--- src/rtl/flash_score_sequencer.sv ---
// Score save/load sequencer: splits each operation into single-byte flash cycles over a request/done handshake.
// Optional post-save readback verify is enabled by defining FLASH_SEQ_VERIFY_EN.
module flash_score_sequencer #(
  parameter int          N_BYTES    = 4,
  parameter logic [7:0]  BASE_ADDR  = 8'h10,
  parameter logic [15:0] POLL_LIMIT = 16'd50000
) (
  input  logic                 clk_f,
  input  logic                 rst,
  input  logic                 save_req,
  input  logic                 load_req,
  input  logic [8*N_BYTES-1:0] score_in,
  output logic [8*N_BYTES-1:0] score_out,
  output logic                 busy,
  output logic                 ok,
  output logic                 err,
  output logic [7:0]           fl_addr,
  output logic [7:0]           fl_wdata,
  output logic                 fl_dir,
  output logic                 fl_do,
  input  logic [7:0]           fl_rdata,
  input  logic                 fl_done
);

  localparam int IW = (N_BYTES > 1) ? $clog2(N_BYTES) : 1;
  localparam logic [IW-1:0] LAST_IDX = IW'(N_BYTES - 1);

  typedef enum logic [3:0] {
    IDLE, S_CMD, S_DATA, S_POLL, S_CHK, S_ARRAY, L_ARRAY, L_READ, V_READ, ERR, FINISH
  } state_t;

  state_t        state_reg, state_next;
  logic [IW-1:0] idx_reg, idx_next;
  logic          pend_reg, pend_next;
  logic [15:0]   poll_reg, poll_next;
  logic          stat_err_reg, stat_err_next;
  logic [7:0]    latch_reg [N_BYTES];
  logic [7:0]    latch_next [N_BYTES];
  logic [7:0]    sout_reg [N_BYTES];
  logic [7:0]    sout_next [N_BYTES];
  logic          busy_reg, busy_next, ok_reg, ok_next, err_reg, err_next;
  logic          fl_do_reg, fl_do_next, fl_dir_reg, fl_dir_next;
  logic [7:0]    fl_addr_reg, fl_addr_next, fl_wdata_reg, fl_wdata_next;

  logic       issue, iss_dir, done;
  logic [7:0] iss_addr, iss_data, byte_addr;

  assign byte_addr = BASE_ADDR + 8'(idx_reg);
  // A completion only counts while our own cycle is outstanding.
  assign done = fl_done && pend_reg;

  always_comb begin
    state_next    = state_reg;
    idx_next      = idx_reg;
    pend_next     = pend_reg;
    poll_next     = poll_reg;
    stat_err_next = stat_err_reg;
    latch_next    = latch_reg;
    sout_next     = sout_reg;
    busy_next     = busy_reg;
    ok_next       = 1'b0;
    err_next      = err_reg;
    fl_do_next    = 1'b0;
    fl_dir_next   = fl_dir_reg;
    fl_addr_next  = fl_addr_reg;
    fl_wdata_next = fl_wdata_reg;
    issue         = 1'b0;
    iss_dir       = 1'b0;
    iss_addr      = byte_addr;
    iss_data      = 8'h00;
    if (done) pend_next = 1'b0;

    case (state_reg)
      IDLE: begin
        if (save_req) begin
          for (int k = 0; k < N_BYTES; k++) latch_next[k] = score_in[8*k +: 8];
          idx_next   = '0;
          busy_next  = 1'b1;
          err_next   = 1'b0;
          state_next = S_CMD;
        end else if (load_req) begin
          busy_next  = 1'b1;
          err_next   = 1'b0;
          state_next = L_ARRAY;
        end
      end
      S_CMD: begin
        issue    = !pend_reg;
        iss_data = 8'h40;
        if (done) state_next = S_DATA;
      end
      S_DATA: begin
        issue    = !pend_reg;
        iss_data = latch_reg[idx_reg];
        if (done) begin
          poll_next  = '0;
          state_next = S_POLL;
        end
      end
      S_POLL: begin
        issue   = !pend_reg;
        iss_dir = 1'b1;
        if (done) begin
          poll_next = poll_reg + 16'd1;
          if (fl_rdata[7]) begin
            stat_err_next = fl_rdata[4] | fl_rdata[3];
            state_next    = S_CHK;
          end else if (poll_reg + 16'd1 == POLL_LIMIT) begin
            state_next = ERR;
          end
        end
      end
      S_CHK: begin
        if (stat_err_reg) begin
          issue    = !pend_reg;
          iss_data = 8'h50;
          if (done) state_next = ERR;
        end else if (idx_reg == LAST_IDX) begin
          state_next = S_ARRAY;
        end else begin
          idx_next   = idx_reg + 1'b1;
          state_next = S_CMD;
        end
      end
      S_ARRAY: begin
        issue    = !pend_reg;
        iss_addr = BASE_ADDR;
        iss_data = 8'hFF;
        if (done) begin
`ifdef FLASH_SEQ_VERIFY_EN
          idx_next   = '0;
          state_next = V_READ;
`else
          state_next = FINISH;
`endif
        end
      end
`ifdef FLASH_SEQ_VERIFY_EN
      V_READ: begin
        issue   = !pend_reg;
        iss_dir = 1'b1;
        if (done) begin
          if (fl_rdata != latch_reg[idx_reg]) state_next = ERR;
          else if (idx_reg == LAST_IDX)       state_next = FINISH;
          else                                idx_next   = idx_reg + 1'b1;
        end
      end
`endif
      L_ARRAY: begin
        issue    = !pend_reg;
        iss_addr = BASE_ADDR;
        iss_data = 8'hFF;
        if (done) begin
          idx_next   = '0;
          state_next = L_READ;
        end
      end
      L_READ: begin
        issue   = !pend_reg;
        iss_dir = 1'b1;
        if (done) begin
          sout_next[idx_reg] = fl_rdata;
          if (idx_reg == LAST_IDX) state_next = FINISH;
          else                     idx_next   = idx_reg + 1'b1;
        end
      end
      // Leave the device in read-array mode before reporting the failure.
      ERR: begin
        issue    = !pend_reg;
        iss_data = 8'hFF;
        if (done) begin
          err_next   = 1'b1;
          busy_next  = 1'b0;
          state_next = IDLE;
        end
      end
      FINISH: begin
        ok_next    = 1'b1;
        busy_next  = 1'b0;
        state_next = IDLE;
      end
      default: state_next = IDLE;
    endcase

    if (issue) begin
      fl_do_next    = 1'b1;
      pend_next     = 1'b1;
      fl_dir_next   = iss_dir;
      fl_addr_next  = iss_addr;
      fl_wdata_next = iss_data;
    end
  end

  always_ff @(posedge clk_f) begin
    if (rst) begin
      state_reg    <= IDLE;
      idx_reg      <= '0;
      pend_reg     <= 1'b0;
      poll_reg     <= '0;
      stat_err_reg <= 1'b0;
      for (int k = 0; k < N_BYTES; k++) begin
        latch_reg[k] <= '0;
        sout_reg[k]  <= '0;
      end
      busy_reg     <= 1'b0;
      ok_reg       <= 1'b0;
      err_reg      <= 1'b0;
      fl_do_reg    <= 1'b0;
      fl_dir_reg   <= 1'b1;
      fl_addr_reg  <= '0;
      fl_wdata_reg <= '0;
    end else begin
      state_reg    <= state_next;
      idx_reg      <= idx_next;
      pend_reg     <= pend_next;
      poll_reg     <= poll_next;
      stat_err_reg <= stat_err_next;
      latch_reg    <= latch_next;
      sout_reg     <= sout_next;
      busy_reg     <= busy_next;
      ok_reg       <= ok_next;
      err_reg      <= err_next;
      fl_do_reg    <= fl_do_next;
      fl_dir_reg   <= fl_dir_next;
      fl_addr_reg  <= fl_addr_next;
      fl_wdata_reg <= fl_wdata_next;
    end
  end

  assign busy     = busy_reg;
  assign ok       = ok_reg;
  assign err      = err_reg;
  assign fl_do    = fl_do_reg;
  assign fl_dir   = fl_dir_reg;
  assign fl_addr  = fl_addr_reg;
  assign fl_wdata = fl_wdata_reg;

  genvar gi;
  generate
    for (gi = 0; gi < N_BYTES; gi++) begin : g_sout
      assign score_out[gi*8 +: 8] = sout_reg[gi];
    end
  endgenerate

endmodule

--- config.mk ---
export PLATFORM = sky130hd
export DESIGN_NAME = flash_score_sequencer
export DESIGN_NICKNAME = d
export VERILOG_FILES = /design/src/rtl/flash_score_sequencer.sv
export SDC_FILE = /design/constraint.sdc
export NUM_CORES = 1
export LEC_CHECK = 0
export CAP_MARGIN = 40
export CORE_UTILIZATION = 52
export CTS_CLUSTER_DIAMETER = 60
export CTS_CLUSTER_SIZE = 30
export DETAILED_ROUTE_END_ITERATION = 8
export HOLD_SLACK_MARGIN = 0.02
export PLACE_DENSITY = 0.81
export SLEW_MARGIN = 5
export SYNTH_ARGS = -nofsm -noshare
export SYNTH_HDL_FRONTEND = slang
export SYNTH_SLANG_ARGS = --single-unit
export TNS_END_PERCENT = 30
--- constraint.sdc ---
create_clock -name clk_f -period 3.46 [get_ports clk_f]
set_clock_uncertainty 0.15 [all_clocks]
set_input_delay 0.692 -clock clk_f [delete_from_list [all_inputs] [get_ports clk_f]]
set_output_delay 0.692 -clock clk_f [all_outputs]
set_load 0.02 [all_outputs]
==> impl_metrics.json, run 1 <==
{
  "worstSetupStartpointType": "register",
  "gp_congestion": 0.8595,
  "max_freq_mhz": 359.6,
  "initial_core_util_pct": 54.50,
  "synth_cells": 577,
  "detail_route.iter0.violations": 300,
  "place_area_sq_mm": 0.005774,
  "grt_max_degree": 42,
  "drc_errors": 1,
  "yosysUniqueCellTypes": 56,
  "powerDensity_mw_per_mm2": 545.5,
  "crit_path_end": "state_reg[2]",
  "register_area_sq_mm": 0.002082,
  "synthArstFlopShare_pct": 0,
  "status": "complete, but fails checks",
  "required_ns": 3.58,
  "hold_path_class": "register to register",
  "finalMaxSlewViolations": 0,
  "port_buffers": 92,
  "synth_most_common_cell": "dfxtp_1",
  "reg2regPathDepth": 7,
  "finalHoldViolCount": 0,
  "nFillCells": 716,
  "max_slew.worst_pin.slew_ns": 0.7921,
  "yosysTopAreaCell": "dfxtp_1",
  "vias_per_cell": 5.778,
  "synth.area.top_cells": "dfxtp_1 (43%), mux2i_1 (7.6%), nand2_1 (7.5%)",
  "ant_nets": 0,
  "synth_edf_count": 0,
  "cts-buffers-inserted": 9,
  "die_h_um": 98.54,
  "hold_path.startpoint": "latch_reg[9]",
  "drt-total-wl_um": 12000,
  "yosysSeqAreaShare_pct": 42.96,
  "synth.ff_latch_count": 104,
  "area_growth_pct": 23.08,
  "hold_depth": 2,
  "crit_path_end_kind": "register",
  "clkSinkCount": 104,
  "cts_resized": 0,
  "multi_input_area_sq_mm": 0.002544,
  "rr_endpoint": "state_reg[2]",
  "io_pins": 98,
  "overflow": 0,
  "synth-main-ff-cell": "dfxtp_1",
  "period_share_pct": 80.37,
  "clk_pin_slew_ns": 0.10,
  "p_leak_nw": 2.430,
  "power_mw": 3.254,
  "die_w_um": 98.54,
  "cp.arrival_ns": 2.90,
  "rr_startpoint": "poll_reg[0]",
  "ir_worst_vdd_mv": 0.2776,
  "violations": "design-rule violations",
  "crit_type": "register to register",
  "postSynthAreaPerCell_sq_um": 8.398,
  "dp_cells": 741,
  "postCtsHoldBufs": 0,
  "fin_nets": 695,
  "synth_top_cells_by_count": "dfxtp_1 (104), nand2_1 (97), nor2_1 (68)",
  "die-area_sq_mm": 0.009709,
  "min_period_ns": 2.781,
  "insertion_delay_ns": 0.37,
  "dp_hpwl_um": 8494,
  "rsz0062_at_grt": "no",
  "antenna_found_initial": 0,
  "core_sq_mm": 0.008891,
  "path_max_fanout": 8,
  "netlist_area_sq_mm": 0.004846,
  "grtUsageTotal_pct": 25.21,
  "post_cts.repair.setup_buffers": 0,
  "final_area_sq_mm": 0.005964,
  "max_stage_delay_ns": 0.51,
  "yosys.area.top_type_share_pct": 42.96,
  "wl_per_cell_um": 15.85,
  "clk_path_buf_depth": 2,
  "cts_tree": "done",
  "num_antenna_cells": 0,
  "grt_pass1_wl_um": 19870,
  "worstSetupStartpoint": "poll_reg[0]",
  "crit_chain": "ha_1 -> nand3_1 -> or3_1 -> mux2i_1 -> a2111oi_4 -> a21oi_2 -> o311a_1",
  "cts_root_buffer": "clkbuf_8",
  "setup_viol": 0,
  "rows": 34,
  "cpMaxStageDelayCell": "or3_1",
  "slew_headroom_pct": 47.00,
  "drive_above_1_share_pct": 6.317,
  "synth_warnings": 0,
  "fin_tns_setup_ns": 0,
  "final-instance-count-excl-fill": 757,
  "reg2reg_slack_ns": 0.68,
  "cap_violations": 0,
  "drt_first_pass_iters": 9,
  "num_vias": 4374,
  "first_global_vias": 4241,
  "htree_levels": 3
}
[how the worst min path moves through the flow]
| stage | endpoint | slack [ns] |
|---|---|---|
| after floorplan | latch_reg[10] | 0.28 |
| after global placement | latch_reg[31] | 0.29 |
| after detailed placement | latch_reg[9] | 0.30 |
| after CTS | latch_reg[9] | 0.31 |
| after global routing | latch_reg[17] | 0.33 |
| final | latch_reg[9] | 0.31 |
[critical path: cells and delay by family, from the launching register on]
family	cells	cell delay (ns)
AOI/OAI and AO/OA	3	0.78
and+or+nand+nor	2	0.74
DFF	1	0.50
adders and majority gates	1	0.31
muxes	1	0.18
[kinds of logic (layout without fill, tap and decap cells)]
group,count (synthesis),in the layout,synth area share (%)
compound gates,129,129,16.89
xor+xnor,2,2,0.3615
fa+ha+maj,6,6,1.549
buf+inv,56,124,4.854
flops,104,104,42.96
mux,46,46,11.59
other cells,1,5,0.07739
simple gates,233,233,21.71
[final cells by class]
type,instances,area share [%]
tap,108,2.266
timing repair buffer,100,16.49
sequential,104,34.91
inverter,8,0.5035
clock buffer,10,2.140
clock inverter,6,1.049
multi-input combinational,421,42.65
[per-stage QoR]
stage                     hold slack (ns)  utilization (%)  setup slack (ns)
final                              0.3098            67.08            0.6790
after floorplan                    0.2831                -            0.9688
after global placement             0.2909            64.78            0.6358
after CTS                          0.3106            67.08            0.6933
after detailed placement           0.2965            64.95            0.5434
after global routing               0.3332            67.08            0.4974
[cell usage in the layout (no fill, tap or decap), types with 2 or more instances in the layout]
master / n
nand2_1: 97
o21a_1: 3
dfxtp_1: 104
mux2i_1: 37
clkbuf_8: 9
o211a_1: 7
or3_1: 2
o21ai_0: 19
nor2_1: 68
and3_1: 4
o2111ai_1: 2
buf_4: 7
nor4_1: 3
inv_6: 2
a21o_1: 6
nand2b_1: 6
nor3_1: 18
nor2b_1: 3
inv_1: 8
a21oi_1: 62
or2_2: 2
a311oi_1: 2
clkinv_4: 2
a211oi_1: 3
a31oi_1: 4
nand4_1: 3
ha_1: 6
mux4_2: 8
clkdlybuf4s50_1: 91
a32oi_1: 4
xnor2_1: 2
and2_1: 6
a211o_1: 2
a22oi_1: 4
conb_1: 5
nand3_1: 12
[where the power goes]
group	total [mW]	switching (mW)	internal, mW
Sequential	1.50	0.143	1.36
Combinational	1.02	0.593	0.430
Clock	0.731	0.450	0.281
Total	3.25	1.19	2.07
[routing by layer]
layer  global-route usage (%)  vias to the layer above  wire length [um]
met3                    6.738                       23               837
met1                    31.97                     2064              5207
met4                    8.266                        0               228
li1                         -                     2130                 -
met5                        0                        -                 0
met2                    41.87                      157              5727
(Power assumes the default switching activity.)
==> run 2, diff against run 1 <==
Settings changed: CORE_UTILIZATION 52 to 47, PLACE_DENSITY 0.81 to 0.77.
Clock period 3.46 ns to 2.4 ns, I/O delays scaled along.
==> impl_metrics.json, run 2 (synthesized netlist as in run 1, its figures left out) <==
{
  "status": "finished, final reports clean",
  "cpMaxStageDelayCell": "or3_1",
  "utilization_pct": 63.34,
  "cts-buffers-inserted": 9,
  "clk_pin_slew_ns": 0.10,
  "final_common_cell": "dfxtp_1",
  "die-area_sq_mm": 0.01072,
  "cp.arrival_ns": 2.39,
  "vias_per_cell": 5.441,
  "port_buffers": 92,
  "die_w_um": 103.5,
  "initial_core_util_pct": 49.12,
  "grtUsageTotal_pct": 22.29,
  "htree_levels": 3,
  "ant_nets": 0,
  "max_freq_mhz": 439.5,
  "critPathBufInv": 0,
  "overflow": 0,
  "place_area_sq_mm": 0.006038,
  "first_global_vias": 4229,
  "antenna_found_initial": 0,
  "postCtsHoldBufs": 0,
  "worstSetupStartpoint": "poll_reg[0]",
  "final_area_sq_mm": 0.006248,
  "insertion_delay_ns": 0.36,
  "fin_hold_ws_ns": 0.3118,
  "powerDensity_mw_per_mm2": 775.2,
  "rr_startpoint": "poll_reg[0]",
  "clk_path_buf_depth": 2,
  "drc_errors": 0,
  "die_h_um": 103.5,
  "cts_tree": "done",
  "rsz0062_at_grt": "no",
  "wl_per_cell_um": 14.33,
  "num_antenna_cells": 0,
  "rows": 36,
  "num_vias": 4407,
  "ir_worst_vdd_mv": 0.3716,
  "finalHoldViolCount": 0,
  "hold_path_class": "register to register",
  "dp_hpwl_um": 8533,
  "core_sq_mm": 0.009864,
  "drive_above_1_share_pct": 10.78,
  "drt-total-wl_um": 11600,
  "path_max_fanout": 8,
  "required_ns": 2.51,
  "min_period_ns": 2.275,
  "grt_max_degree": 47,
  "power_mw": 4.844,
  "crit_type": "register to register",
  "fin_nets": 723,
  "gp_congestion": 0.9493,
  "period_share_pct": 94.81,
  "grt_pass1_wl_um": 19800,
  "detail_route.iter0.violations": 183,
  "finalMaxSlewViolations": 0,
  "area_growth_pct": 28.94,
  "path_delay_family": "compound AO/OA/AOI/OAI gates",
  "cap_violations": 0,
  "clkSinkCount": 104,
  "p_leak_nw": 2.580,
  "crit_chain": "ha_2 -> nand3_1 -> or3_1 -> mux2i_1 -> a2111oi_4 -> a21oi_2 -> o311a_1",
  "crit_path_end_kind": "register",
  "max_stage_delay_ns": 0.42,
  "io_pins": 98,
  "hold_path.startpoint": "latch_reg[4]",
  "setup_viol": 0,
  "final_cell_mix": "dfxtp_1 (102), nand2_1 (97), clkdlybuf4s50_1 (91)",
  "drt_first_pass_iters": 5,
  "cts_root_buffer": "clkbuf_8",
  "worstSetupStartpointType": "register"
}
## run 2: cell count changes in the layout (fill, tap and decap cells not counted), moves of 2 or more
| cell | before | now |
|---|---|---|
| inv_8 | 1 | 3 |
| clkinv_4 | 2 | 0 |
| buf_12 | 0 | 2 |
| buf_4 | 7 | 34 |
| dfxtp_1 | 104 | 102 |
| dfxtp_4 | 0 | 2 |
## run 2: per-stage QoR
| step | setup slack, ns | TNS (ns) | instances |
|---|---|---|---|
| finish | 0.1246 | 0 | 810 |
| global route | 0.009205 | 0 | 810 |
| CTS | 0.08671 | 0 | 810 |
| detailed placement | -0.1654 | -0.5292 | 794 |
| global placement | -0.1214 | -0.3358 | 794 |
| floorplan | 0.004273 | 0 | 581 |
## run 2: final timing paths
kind,to,cells after the start,slack [ns]
hold reg to reg,latch_reg[4],2,0.31
setup reg to reg,state_reg[2],7,0.12
hold / removal,latch_reg[4],2,0.31
setup / recovery,state_reg[2],7,0.12
## run 2: layout make-up
type / instances / area, sq um
fill: 786 / 3616
clock inverter: 6 / 67.56
sequential: 104 / 2090
clock buffer: 10 / 137.6
inverter: 8 / 30.03
multi-input combinational: 421 / 2546
tap: 133 / 166.4
timing repair buffer: 128 / 1211
## run 2: worst reg2reg max path: stages (launching register included)
cell	delay [ns]
dfxtp_4	0.40
ha_2	0.23
nand3_1	0.10
or3_1	0.42
mux2i_1	0.17
a2111oi_4	0.24
a21oi_2	0.11
o311a_1	0.35
## run 2: power by group
group	switching, mW	internal, mW	total (mW)
clock network	0.661	0.444	1.11
logic	0.906	0.722	1.63
registers	0.156	1.95	2.11
## run 2: repair_timing
item	4_1_cts	5_1_grt
endpoints found under the setup margin	0	3
gates resized for setup	0	2
setup buffers	0	0
## run 2: layer usage
layer	share of wire [%]	track usage [%]
met1	45	28.14
met2	48	37.73
met3	6.0	5.853
met4	1.2	5.694
met5	0	0
==> run 3, diff against run 2 <==
Settings changed: CORE_UTILIZATION 47 to 52, PLACE_DENSITY 0.77 to 0.81.
Clock period 2.4 ns to 2.54 ns, I/O delays scaled along.
==> impl_metrics.json, run 3 (synthesized netlist as in run 1, its figures left out) <==
{
  "status": "complete, but fails checks",
  "violations": "design-rule violations",
  "die_w_um": 98.54,
  "dp_hpwl_um": 8594,
  "drt-total-wl_um": 11810,
  "utilization_pct": 69.01,
  "place_area_sq_mm": 0.005939,
  "wl_per_cell_um": 15.14,
  "p_switching_mw": 1.630,
  "fin_nets": 718,
  "final_area_sq_mm": 0.006136,
  "port_buffers": 92,
  "period_share_pct": 95.95,
  "p_leak_nw": 2.538,
  "clk_pin_slew_ns": 0.10,
  "min_period_ns": 2.437,
  "initial_core_util_pct": 54.50,
  "clkSinkCount": 104,
  "switching_share_pct": 36.07,
  "htree_levels": 3,
  "max_slew.worst_pin.slew_ns": 0.6013,
  "drc_errors": 1,
  "rows": 34,
  "intPower_mw": 2.888,
  "final-instance-count-excl-fill": 780,
  "finalHoldViolCount": 0,
  "cts_tree": "done",
  "cap_violations": 0,
  "cts_root_buffer": "clkbuf_8",
  "ir_worst_vdd_mv": 0.4334,
  "drt_first_pass_iters": 9,
  "crit_path_end_kind": "register",
  "dp_cells": 764,
  "first_global_vias": 4173,
  "path_max_fanout": 7,
  "ant_nets": 0,
  "cp.arrival_ns": 2.54,
  "insertion_delay_ns": 0.37,
  "num_vias": 4410,
  "required_ns": 2.65,
  "num_antenna_cells": 0,
  "max_freq_mhz": 410.3,
  "die-area_sq_mm": 0.009709,
  "gp_congestion": 0.8843,
  "detail_route.iter0.violations": 200,
  "overflow": 0,
  "finalMaxSlewViolations": 0,
  "antenna_found_initial": 0,
  "slew_headroom_pct": 59.83,
  "grt_max_degree": 38,
  "grt_pass1_wl_um": 19910,
  "clk_path_buf_depth": 2,
  "pwr-share-comb_pct": 33.1,
  "core_sq_mm": 0.008891,
  "setup_viol": 0,
  "io_pins": 98,
  "die_h_um": 98.54,
  "drive_above_1_share_pct": 9.821,
  "final_common_cell": "dfxtp_1",
  "powerDensity_mw_per_mm2": 736.2,
  "worstSetupStartpointType": "register",
  "crit_type": "register to register",
  "clock_power_share_pct": 22.5,
  "hold_path_class": "register to register",
  "p_seq_share_pct": 44.4,
  "fin_tns_setup_ns": 0,
  "vias_per_cell": 5.654,
  "grtUsageTotal_pct": 25.22,
  "cts-buffers-inserted": 9,
  "area_growth_pct": 26.62,
  "final_cell_mix": "dfxtp_1 (104), nand2_1 (97), clkdlybuf4s50_1 (91)"
}
==> run 3: cell types whose count changed in the layout (fill, tap and decap cells not counted), sizes merged <==
cell / change
buf: -5
clkbuf: -1
clkinv: +2
inv: -1
==> run 3: path summary, 6_finish.rpt <==
path | startpoint | to | slack [ns] | depth (start not counted)
setup / recovery | poll_reg[1] | state_reg[2] | 0.10 | 7
hold / removal | latch_reg[30] | latch_reg[30] | 0.31 | 2
setup reg to reg | poll_reg[1] | state_reg[2] | 0.10 | 7
hold reg to reg | latch_reg[30] | latch_reg[30] | 0.31 | 2
==> run 3: critical path, stage by stage (launching register included) <==
cell and delay, ns:
dfxtp_1 0.46, ha_2 0.28, nand3_1 0.11, or3_1 0.44, mux2i_1 0.18, a2111oi_4 0.24, a21oi_2 0.11, o311a_1 0.35
==> run 3: cell type report <==
type                            instances  area, sq um
Timing Repair Buffer                  123         1149
Inverter                                8        30.03
Sequential cell                       104         2082
Fill cell                             710         2755
Multi-Input combinational cell        421         2546
Clock inverter                          7        70.07
Clock buffer                            9        123.9
Tap cell                              108        135.1
==> run 3: routing by layer <==
metal,share of wire [%],track usage (%)
met5,0,0
met3,6.9,5.603
met1,45,33.72
met4,1.1,5.855
met2,47,41.77
==> run 3: power by group through the flow <==
stage / clock network, mW / logic [mW] / registers, mW
after floorplan: 0 / 0.946 / 2.05
after CTS: 1.03 / 1.49 / 2.01
after global routing: 1.10 / 1.65 / 2.04
final: 1.02 / 1.49 / 2.01
after global placement: 0 / 1.46 / 2.03
after detailed placement: 0 / 1.48 / 2.04
==> run 3: through the flow <==
step                hold slack [ns]  power (mW)  setup slack, ns
finish                       0.3082       4.517           0.1029
global route                 0.3310       4.785        -0.002042
CTS                          0.3117       4.525          0.08021
detailed placement           0.2954       3.523          0.01664
global placement             0.2919       3.496          0.06051
floorplan                    0.2831       3.000          0.04876
==> run 3: timing repair <==
action	CTS	global route
endpoints found under the setup margin	0	3
gates resized for setup	0	1
hold buffers	0	0
buffers inserted	0	0
